`src/rtl/bcd_uart_reporter_pkg.sv`:
```
// Shared constants for the BCD-to-UART reporter: ASCII codes, FSM states, default baud divisor.
package bcd_uart_reporter_pkg;

  localparam int DEF_CLKS_PER_BIT = 868;
  localparam int FRAME_LEN        = 10;

  localparam logic [7:0] CH_A     = 8'h41;
  localparam logic [7:0] CH_ONE   = 8'h31;
  localparam logic [7:0] CH_ZERO  = 8'h30;
  localparam logic [7:0] CH_COLON = 8'h3A;
  localparam logic [7:0] CH_DOT   = 8'h2E;
  localparam logic [7:0] CH_CR    = 8'h0D;
  localparam logic [7:0] CH_LF    = 8'h0A;
  localparam logic [7:0] CH_QMARK = 8'h3F;

  typedef enum logic [1:0] {
    S_IDLE = 2'd0,
    S_LOAD = 2'd1,
    S_SEND = 2'd2
  } state_t;

  // Non-decimal nibbles print as '?' so a corrupt reading is visible on the host log.
  function automatic logic [7:0] bcd_ascii(input logic [3:0] nib);
    return (nib > 4'd9) ? CH_QMARK : (CH_ZERO | {4'h0, nib});
  endfunction

endpackage

```
`src/rtl/bcd_uart_reporter_uart_tx_byte.sv`:
```
// 8N1 UART byte serialiser; done is combinational in the last stop-bit cycle so a new
// load on that cycle starts the next start bit with no idle gap.
module uart_tx_byte #(
  parameter int CLKS_PER_BIT = 868
) (
  input  logic       CLK100MHZ,
  input  logic       reset,
  input  logic       load,
  input  logic [7:0] din,
  output logic       tx,
  output logic       tx_busy,
  output logic       done
);

  localparam int CNT_W = $clog2(CLKS_PER_BIT);
  localparam logic [CNT_W-1:0] CNT_MAX = CNT_W'(CLKS_PER_BIT - 1);

  logic [CNT_W-1:0] r_cnt;
  logic [3:0]       r_bit;
  logic [7:0]       r_shift;
  logic             r_tx;
  logic             r_active;
  logic             w_bit_end;
  logic             w_done;

  assign w_bit_end = (r_cnt == CNT_MAX);
  assign w_done    = r_active & w_bit_end & (r_bit == 4'd9);

  // r_bit: 0 = start, 1..8 = data LSB first, 9 = stop
  always_ff @(posedge CLK100MHZ) begin
    if (reset) begin
      r_cnt    <= '0;
      r_bit    <= 4'd0;
      r_active <= 1'b0;
      r_tx     <= 1'b1;
    end else if (load && (!r_active || w_done)) begin
      r_active <= 1'b1;
      r_cnt    <= '0;
      r_bit    <= 4'd0;
      r_shift  <= din;
      r_tx     <= 1'b0;
    end else if (r_active) begin
      if (w_bit_end) begin
        r_cnt <= '0;
        if (r_bit == 4'd9) begin
          r_active <= 1'b0;
          r_tx     <= 1'b1;
        end else begin
          r_bit <= r_bit + 4'd1;
          if (r_bit == 4'd8) begin
            r_tx <= 1'b1;
          end else begin
            r_tx    <= r_shift[0];
            r_shift <= {1'b0, r_shift[7:1]};
          end
        end
      end else begin
        r_cnt <= r_cnt + 1'b1;
      end
    end
  end

  assign tx      = r_tx;
  assign tx_busy = r_active;
  assign done    = w_done;

endmodule

```
`src/rtl/bcd_uart_reporter.sv`:
```
// Formats each 4-digit BCD voltmeter reading as "A<n>:d.ddd\r\n" and ships it over UART,
// with a one-deep pending slot (newest wins) behind the frame in flight.
module bcd_uart_reporter
  import bcd_uart_reporter_pkg::*;
#(
  parameter int CLKS_PER_BIT = DEF_CLKS_PER_BIT
) (
  input  logic        CLK100MHZ,
  input  logic        reset,
  input  logic        sample_valid,
  input  logic [15:0] sample_bcd,
  input  logic [1:0]  sample_ch,
  output logic        tx,
  output logic        busy,
  output logic        overrun,
  output logic [15:0] frames_sent
);

  localparam logic [3:0] LAST_IDX = 4'(FRAME_LEN - 1);

  state_t      r_state;
  logic [15:0] r_frame_bcd;
  logic [1:0]  r_frame_ch;
  logic [15:0] r_pend_bcd;
  logic [1:0]  r_pend_ch;
  logic        r_pend_full;
  logic [3:0]  r_idx;
  logic        r_load;
  logic        r_overrun;
  logic [15:0] r_frames;

  logic        w_tx;
  logic        w_tx_busy;
  logic        w_done;
  logic        w_last;
  logic        w_next;
  logic        w_load;
  logic        w_to_pend;
  logic [3:0]  w_sel;
  logic [7:0]  w_byte;

  assign w_last = (r_state == S_SEND) & w_done & (r_idx == LAST_IDX);
  assign w_next = (r_state == S_SEND) & w_done & (r_idx != LAST_IDX);

  // The first byte goes out from a registered load; later bytes chain on done in the same
  // cycle so consecutive bytes are back-to-back on the line.
  assign w_load = r_load | w_next;
  assign w_sel  = r_load ? 4'd0 : (r_idx + 4'd1);

  // At frame end with an empty slot, a simultaneous sample goes straight into the frame.
  assign w_to_pend = sample_valid & (r_state != S_IDLE) & ~(w_last & ~r_pend_full);

  always_comb begin
    w_byte = CH_LF;
    case (w_sel)
      4'd0:    w_byte = CH_A;
      4'd1:    w_byte = CH_ONE + {6'd0, r_frame_ch};
      4'd2:    w_byte = CH_COLON;
      4'd3:    w_byte = bcd_ascii(r_frame_bcd[15:12]);
      4'd4:    w_byte = CH_DOT;
      4'd5:    w_byte = bcd_ascii(r_frame_bcd[11:8]);
      4'd6:    w_byte = bcd_ascii(r_frame_bcd[7:4]);
      4'd7:    w_byte = bcd_ascii(r_frame_bcd[3:0]);
      4'd8:    w_byte = CH_CR;
      default: w_byte = CH_LF;
    endcase
  end

  always_ff @(posedge CLK100MHZ) begin
    if (reset) begin
      r_state     <= S_IDLE;
      r_pend_full <= 1'b0;
      r_idx       <= 4'd0;
      r_load      <= 1'b0;
      r_overrun   <= 1'b0;
      r_frames    <= 16'd0;
    end else begin
      r_load    <= 1'b0;
      r_overrun <= 1'b0;

      case (r_state)
        S_IDLE: begin
          if (sample_valid) begin
            r_frame_bcd <= sample_bcd;
            r_frame_ch  <= sample_ch;
            r_state     <= S_LOAD;
          end
        end
        S_LOAD: begin
          r_idx   <= 4'd0;
          r_load  <= 1'b1;
          r_state <= S_SEND;
        end
        S_SEND: begin
          if (w_next) begin
            r_idx <= r_idx + 4'd1;
          end else if (w_last) begin
            r_frames <= r_frames + 16'd1;
            if (r_pend_full) begin
              r_frame_bcd <= r_pend_bcd;
              r_frame_ch  <= r_pend_ch;
              r_state     <= S_LOAD;
            end else if (sample_valid) begin
              r_frame_bcd <= sample_bcd;
              r_frame_ch  <= sample_ch;
              r_state     <= S_LOAD;
            end else begin
              r_state <= S_IDLE;
            end
          end
        end
        default: r_state <= S_IDLE;
      endcase

      if (w_to_pend) begin
        r_pend_bcd  <= sample_bcd;
        r_pend_ch   <= sample_ch;
        r_pend_full <= 1'b1;
        if (r_pend_full) begin
          r_overrun <= 1'b1;
        end
      end else if (w_last && r_pend_full) begin
        r_pend_full <= 1'b0;
      end
    end
  end

  uart_tx_byte #(
    .CLKS_PER_BIT (CLKS_PER_BIT)
  ) u_tx (
    .CLK100MHZ (CLK100MHZ),
    .reset     (reset),
    .load      (w_load),
    .din       (w_byte),
    .tx        (w_tx),
    .tx_busy   (w_tx_busy),
    .done      (w_done)
  );

  assign tx          = w_tx;
  assign busy        = (r_state != S_IDLE) | r_pend_full | w_tx_busy;
  assign overrun     = r_overrun;
  assign frames_sent = r_frames;

endmodule

```
`config.mk`:
```
export PLATFORM = sky130hd
export DESIGN_NAME = bcd_uart_reporter
export DESIGN_NICKNAME = d
export VERILOG_FILES = /design/src/rtl/bcd_uart_reporter_pkg.sv /design/src/rtl/bcd_uart_reporter_uart_tx_byte.sv /design/src/rtl/bcd_uart_reporter.sv
export SDC_FILE = /design/constraint.sdc
export NUM_CORES = 1
export LEC_CHECK = 0
export CAP_MARGIN = 10
export CORE_MARGIN = 2
export CORE_UTILIZATION = 62
export DETAILED_ROUTE_END_ITERATION = 7
export PLACE_DENSITY_LB_ADDON = 0.2
export SLEW_MARGIN = 0
export SYNTH_ARGS = -nofsm -noshare
export SYNTH_HDL_FRONTEND = slang
export SYNTH_SLANG_ARGS = --single-unit
```
`constraint.sdc`:
```
create_clock -name CLK100MHZ -period 6.4 [get_ports CLK100MHZ]
set_input_delay 0.96 -clock CLK100MHZ [delete_from_list [all_inputs] [get_ports CLK100MHZ]]
set_output_delay 0.96 -clock CLK100MHZ [all_outputs]
set_load 0.005 [all_outputs]
```
==> impl_metrics.ini, run 1 <==
[layout]
multi_input_area_sq_um = 1960
drive_gt1_frac = 0.0656
layout_common_cells = a21oi_1, nor2_1, edfxtp_1, dfxtp_1, clkdlybuf4s50_1
finalCoreUtilization = 0.722
fin_cells = 537
diodes = 0
fillers = 540
area_delta_synth_final_pct = 14.5
finalNetCount = 481
register_area_sq_um = 2110

[grt]
grt_pass1_wl_mm = 13.8
grtUsageMet3 = 0.0590
antenna_found_initial = 0
grt.overflow.total = 0
grt_max_degree = 37
top_usage_layer = met2
gr-usage-met1 = 0.307
grt_usage = 0.234
grt_pass1_vias = 2962
grt_util_met2 = 0.374

[floorplan]
dieArea_sq_um = 7470
pin_count = 40
initial_core_util = 0.631
rows = 30
die_x_um = 86.4
placeableCoreArea_sq_um = 6680
die_h_um = 86.4

[place]
port_buffers = 39
place.gp.congestion = 0.843
hpwl_mm = 5.87
placed_cells = 521

[pwr]
power.net_switching_uw = 242
p_leak_uw = 0.00170
pwr-share-seq = 0.579
max-vdd-ir-drop_uv = 160
p_sw_frac = 0.232
clkPwrFrac = 0.342
p_int_uw = 803
pwr-share-comb = 0.079
powerDensity_nw_per_um2 = 217

[yosys]
dominantRegCellSynth = edfxtp_1
synth-edff-count = 43
ys_seq_area_frac = 0.501
ys_top_cells_by_area = edfxtp_1, dfxtp_1, mux2i_1
syn_nets = 449
synthCells = 420
ys_types = 60
ys_ff_latch = 84
synth_top_area_cell = edfxtp_1
async_reset_ff_frac = 0
synth_top_area_frac = 0.307
yosys_warnings = 0
syn_area_sq_um = 4210
avgSynthCellArea_sq_um = 10.0

[min_path]
min_from = frames_sent[6]$_SDFFE_PP0P_
hold_path.class = reg2reg
hold_depth = 2
hold-path-endpoint = frames_sent[6]$_SDFFE_PP0P_

[sta]
setup_violations = 0
max_freq_mhz = 340
finalHoldViolCount = 0
fin_tns_setup_ns = 0
tightest_slew_ns = 1.11
relSlewSlack = 0.256
fin_crit_ns = 2.94
fin_crit_sh = 0.459
whs_ns = 0.495
finalClockSkew_ns = 0.0121
rsz0062_at_grt = false
slew_violations = 0

[clocking]
cts_setup_buffers = 0
clock_tree.buffer_depth = 2
clock-sinks = 84
clk_latency_ns = 0.36
numCtsBuffers = 9
path_clk_slew_ns = 0.08
cts_tree = done
htreeDepth = 3
hold_buffers = 0
cts_resized = 0
root_buffer = clkbuf_8

[drt]
firstDrtPassIters = 4
routedWlPerCell_um = 15.6
viasPerCell = 6.03
vias = 3238
drc = 0
final_antenna_net_count = 0
first_iter_violations = 233
totalWireLength_mm = 8.37

[run]
maxCapViolCount = 0

[worst_setup_path]
crit_fanout = 13
critPathLaunch = u_tx.r_cnt[0]$_SDFFE_PP0P_
r2r_start = u_tx.r_cnt[0]$_SDFFE_PP0P_
cp_data_required_time_ns = 6.51
cp-start-kind = register
critical_path_class = reg2reg
arrival_ns = 3.04
ff2ff_path_depth = 6
end_kind = register
r2r-end = u_tx.r_shift[0]$_DFFE_PP_
rrSetupSlack_ns = 3.46

[run_status]
status = completed
[cell families after synthesis]
group | count (synthesis) | share of synthesized area
AND/OR/NAND/NOR | 145 | 0.187
AO/OA/AOI/OAI | 104 | 0.151
flip-flops | 84 | 0.501
buffers and inverters | 33 | 0.0324
multiplexers | 26 | 0.0627
XOR/XNOR | 19 | 0.0395
adder cells (fa/ha/maj) | 9 | 0.0261
[flip-flops by register name (all words and copies together), names as in the netlist, 2 cells and up]
register / cells
frames_sent: 16
r_frame_bcd: 16
r_frame_ch: 2
r_idx: 4
r_pend_bcd: 16
r_pend_ch: 2
r_state: 2
u_tx.r_bit: 4
u_tx.r_cnt: 10
u_tx.r_shift: 7
[worst max-delay path, cell delays in order (launching register included)]
cell and delay (ns):
dfxtp_1 0.38, ha_1 0.26, and4b_1 0.29, nand3_1 0.15, o21ai_0 0.54, and2_0 0.67
mux2_2 0.41
[cell usage after synthesis, types with 2 or more instances]
master / n
a21oi_1: 43
edfxtp_1: 43
nor2_1: 43
dfxtp_1: 41
mux2i_1: 23
o21ai_0: 19
clkbuf_1: 17
nand2_1: 16
nand3_1: 14
inv_1: 11
nor3_1: 11
nand4_1: 10
or3_1: 10
xor2_1: 10
xnor2_1: 9
and3_1: 8
ha_1: 8
a31oi_1: 7
nor2b_1: 6
o21a_1: 6
o211ai_1: 5
a21o_1: 4
a211oi_1: 3
and4_1: 3
mux2_2: 3
nand2b_1: 3
nand3b_1: 3
or4_1: 3
a22o_1: 2
and2_1: 2
and3_2: 2
buf_2: 2
o21bai_1: 2
o31ai_1: 2
[power groups by stage]
stage	sequential, uW	combinational [uW]	clock (uW)
global placement	616	80.6	0
floorplan	610	53.1	0
finish	605	82.6	358
global route	608	90.6	387
CTS	605	83.3	364
detailed placement	617	82.9	0
[area by class of cell]
type / count / share of cell area
Inverter: 12 / 0.00934
Timing Repair Buffer: 42 / 0.0856
Sequential cell: 84 / 0.438
Tap cell: 80 / 0.0208
Clock inverter: 4 / 0.00467
Clock buffer: 12 / 0.0345
Multi-Input combinational cell: 303 / 0.407
[per-layer routing]
| layer | up-vias | share of wire |
|---|---|---|
| met5 | - | 0 |
| met4 | 0 | 0.018 |
| met3 | 16 | 0.041 |
| met2 | 79 | 0.49 |
| met1 | 1522 | 0.45 |
| li1 | 1621 | - |
[how the worst max path moves through the flow]
stage	depth (start not counted)	slack [ns]	to
after floorplan	6	3.52	r_frame_bcd[0]$_DFFE_PP_
after global placement	4	3.43	r_pend_bcd[6]$_DFFE_PP_
after detailed placement	4	3.39	r_pend_bcd[6]$_DFFE_PP_
after CTS	6	3.48	u_tx.r_shift[0]$_DFFE_PP_
after global routing	6	3.26	u_tx.r_shift[0]$_DFFE_PP_
final	6	3.46	u_tx.r_shift[0]$_DFFE_PP_
[metrics by stage]
stage          total power, uW  cell area (sq um)  worst slack [ns]
2_1_floorplan              663               4210              3.52
3_3_place_gp               696               4630              3.43
3_5_place_dp               700               4630              3.39
4_1_cts                   1050               4820              3.48
5_1_grt                   1090               4820              3.26
6_report                  1050               4820              3.46
Power figures use the tool's default switching activity.
==> run 2: changes to the inputs <==
--- a/config.mk
+++ b/config.mk
@@ -7,7 +7,7 @@
 export LEC_CHECK = 0
 export CAP_MARGIN = 10
 export CORE_MARGIN = 2
-export CORE_UTILIZATION = 62
+export CORE_UTILIZATION = 52
 export DETAILED_ROUTE_END_ITERATION = 7
 export PLACE_DENSITY_LB_ADDON = 0.2
 export SLEW_MARGIN = 0
==> constraint.sdc (replaced) <==
create_clock -name CLK100MHZ -period 2.45 [get_ports CLK100MHZ]
set_input_delay 0.3675 -clock CLK100MHZ [delete_from_list [all_inputs] [get_ports CLK100MHZ]]
set_output_delay 0.3675 -clock CLK100MHZ [all_outputs]
set_load 0.005 [all_outputs]
==> impl_metrics.ini, run 2 (same netlist as run 1, synthesis figures left out) <==
[drt]
firstDrtPassIters = 4
routedWlPerCell_um = 15.5
vias = 3305
first_iter_violations = 172
viasPerCell = 5.77
final_antenna_net_count = 0
totalWireLength_mm = 8.87
drc = 0

[layout]
drive_gt1_frac = 0.104
diodes = 0
finalNetCount = 495
fillers = 661
area_delta_synth_final_pct = 18.7
final_area_sq_um = 5000
layout_common_cells = a21oi_1, nor2_1, edfxtp_1, clkdlybuf4s50_1, dfxtp_1

[sta]
slew_violations = 0
fin_crit_sh = 0.942
relSlewSlack = 0.608
fin_crit_ns = 2.31
finalHoldViolCount = 0
tightest_slew_ns = 0.586
max_freq_mhz = 433
whs_ns = 0.505
setup_ws_ns = 0.143
fin_tns_setup_ns = 0
finalClockSkew_ns = 0.0169
setup_violations = 0
rsz0062_at_grt = false

[worst_setup_path]
critical_path_class = reg2reg
rrSetupSlack_ns = 0.14
arrival_ns = 2.37
cp_num_buf_inv = 1
cp-start-kind = register
cpLargestDelayFamily = simple AND/OR/NAND/NOR gates
critPathMaxStageDelay_ns = 0.59
r2r-end = r_frame_bcd[6]$_DFFE_PP_
crit_fanout = 19
cp_data_required_time_ns = 2.51
worstPathCellList = ha_4 -> and4b_1 -> nand3_2 -> or4_4 -> a211oi_4 -> buf_12
slowest_stage = or4_4
ff2ff_path_depth = 6
end_kind = register
r2r_start = u_tx.r_cnt[1]$_SDFFE_PP0P_

[clocking]
htreeDepth = 3
path_clk_slew_ns = 0.10
clock-sinks = 84
clk_latency_ns = 0.36
cts_tree = done
root_buffer = clkbuf_8
numCtsBuffers = 9
clock_tree.buffer_depth = 2

[floorplan]
placeableCoreArea_sq_um = 7810
dieArea_sq_um = 8840
pin_count = 40
die_x_um = 94.0
rows = 32
die_h_um = 94.0
initial_core_util = 0.540

[grt]
grt_max_degree = 37
grt.overflow.total = 0
antenna_found_initial = 0
grt_usage = 0.210
grt_pass1_wl_mm = 14.7
grt_pass1_vias = 3217

[pwr]
power_uw = 2820
powerDensity_nw_per_um2 = 563
max-vdd-ir-drop_uv = 424
p_leak_uw = 0.00178

[place]
place.gp.congestion = 0.833
port_buffers = 39
dp_slack_ns = 0.181
place_area_sq_um = 4790
hpwl_mm = 6.30

[run_status]
status = completed

[min_path]
hold_path.class = reg2reg
min_from = frames_sent[15]$_SDFFE_PP0P_
hold-path-endpoint = frames_sent[15]$_SDFFE_PP0P_
hold_depth = 2

[run]
maxCapViolCount = 0
## run 2: cell type report
| class | count | area [sq um] | share of cell area |
|---|---|---|---|
| well taps | 102 | 128 | 0.0255 |
| flip-flops and latches | 84 | 2120 | 0.423 |
| clock inverters | 7 | 72.6 | 0.0145 |
| multi-input cells | 303 | 1980 | 0.397 |
| inverters | 12 | 45.0 | 0.00901 |
| repair buffers | 56 | 531 | 0.106 |
| clock buffers | 9 | 124 | 0.0248 |
## run 2: worst max-delay path by stage
stage | end | from | cells after the start
finish | r_frame_bcd[6]$_DFFE_PP_ | u_tx.r_cnt[1]$_SDFFE_PP0P_ | 6
global route | r_frame_bcd[6]$_DFFE_PP_ | u_tx.r_cnt[1]$_SDFFE_PP0P_ | 6
CTS | r_frame_bcd[6]$_DFFE_PP_ | u_tx.r_cnt[1]$_SDFFE_PP0P_ | 6
detailed placement | r_frame_bcd[8]$_DFFE_PP_ | u_tx.r_cnt[1]$_SDFFE_PP0P_ | 6
global placement | r_frame_bcd[7]$_DFFE_PP_ | u_tx.r_cnt[1]$_SDFFE_PP0P_ | 6
floorplan | r_frame_bcd[0]$_DFFE_PP_ | u_tx.r_cnt[1]$_SDFFE_PP0P_ | 6
## run 2: through the flow
stage                      util  instances
after floorplan               -        420
after global placement    0.613        555
after detailed placement  0.613        555
after CTS                 0.638        571
after global routing      0.640        573
final                     0.640        573
## run 2: worst register-to-register path: cells and delay by family, from the launching register on
kind	cells	cell delay, ns
simple gates	3	0.96
flops	1	0.38
buf+inv	1	0.20
compound gates	1	0.30
fa+ha+maj	1	0.16
## run 2: what timing repair did
| action | CTS | global route |
|---|---|---|
| hold buffers | 0 | 0 |
| setup buffers | 0 | 2 |
| endpoints found under the setup margin | 0 | 6 |
| gates resized for setup | 0 | 1 |
## run 2: per-layer routing
metal | share of wire | GRT usage
met1 | 0.47 | 0.274
met2 | 0.49 | 0.354
met3 | 0.023 | 0.0345
met4 | 0.013 | 0.0713
met5 | 0 | 0
## run 2: power by group
group,internal (uW),switching (uW)
Sequential,1540,43.2
Combinational,123,114
Clock,477,522
Total,2140,679
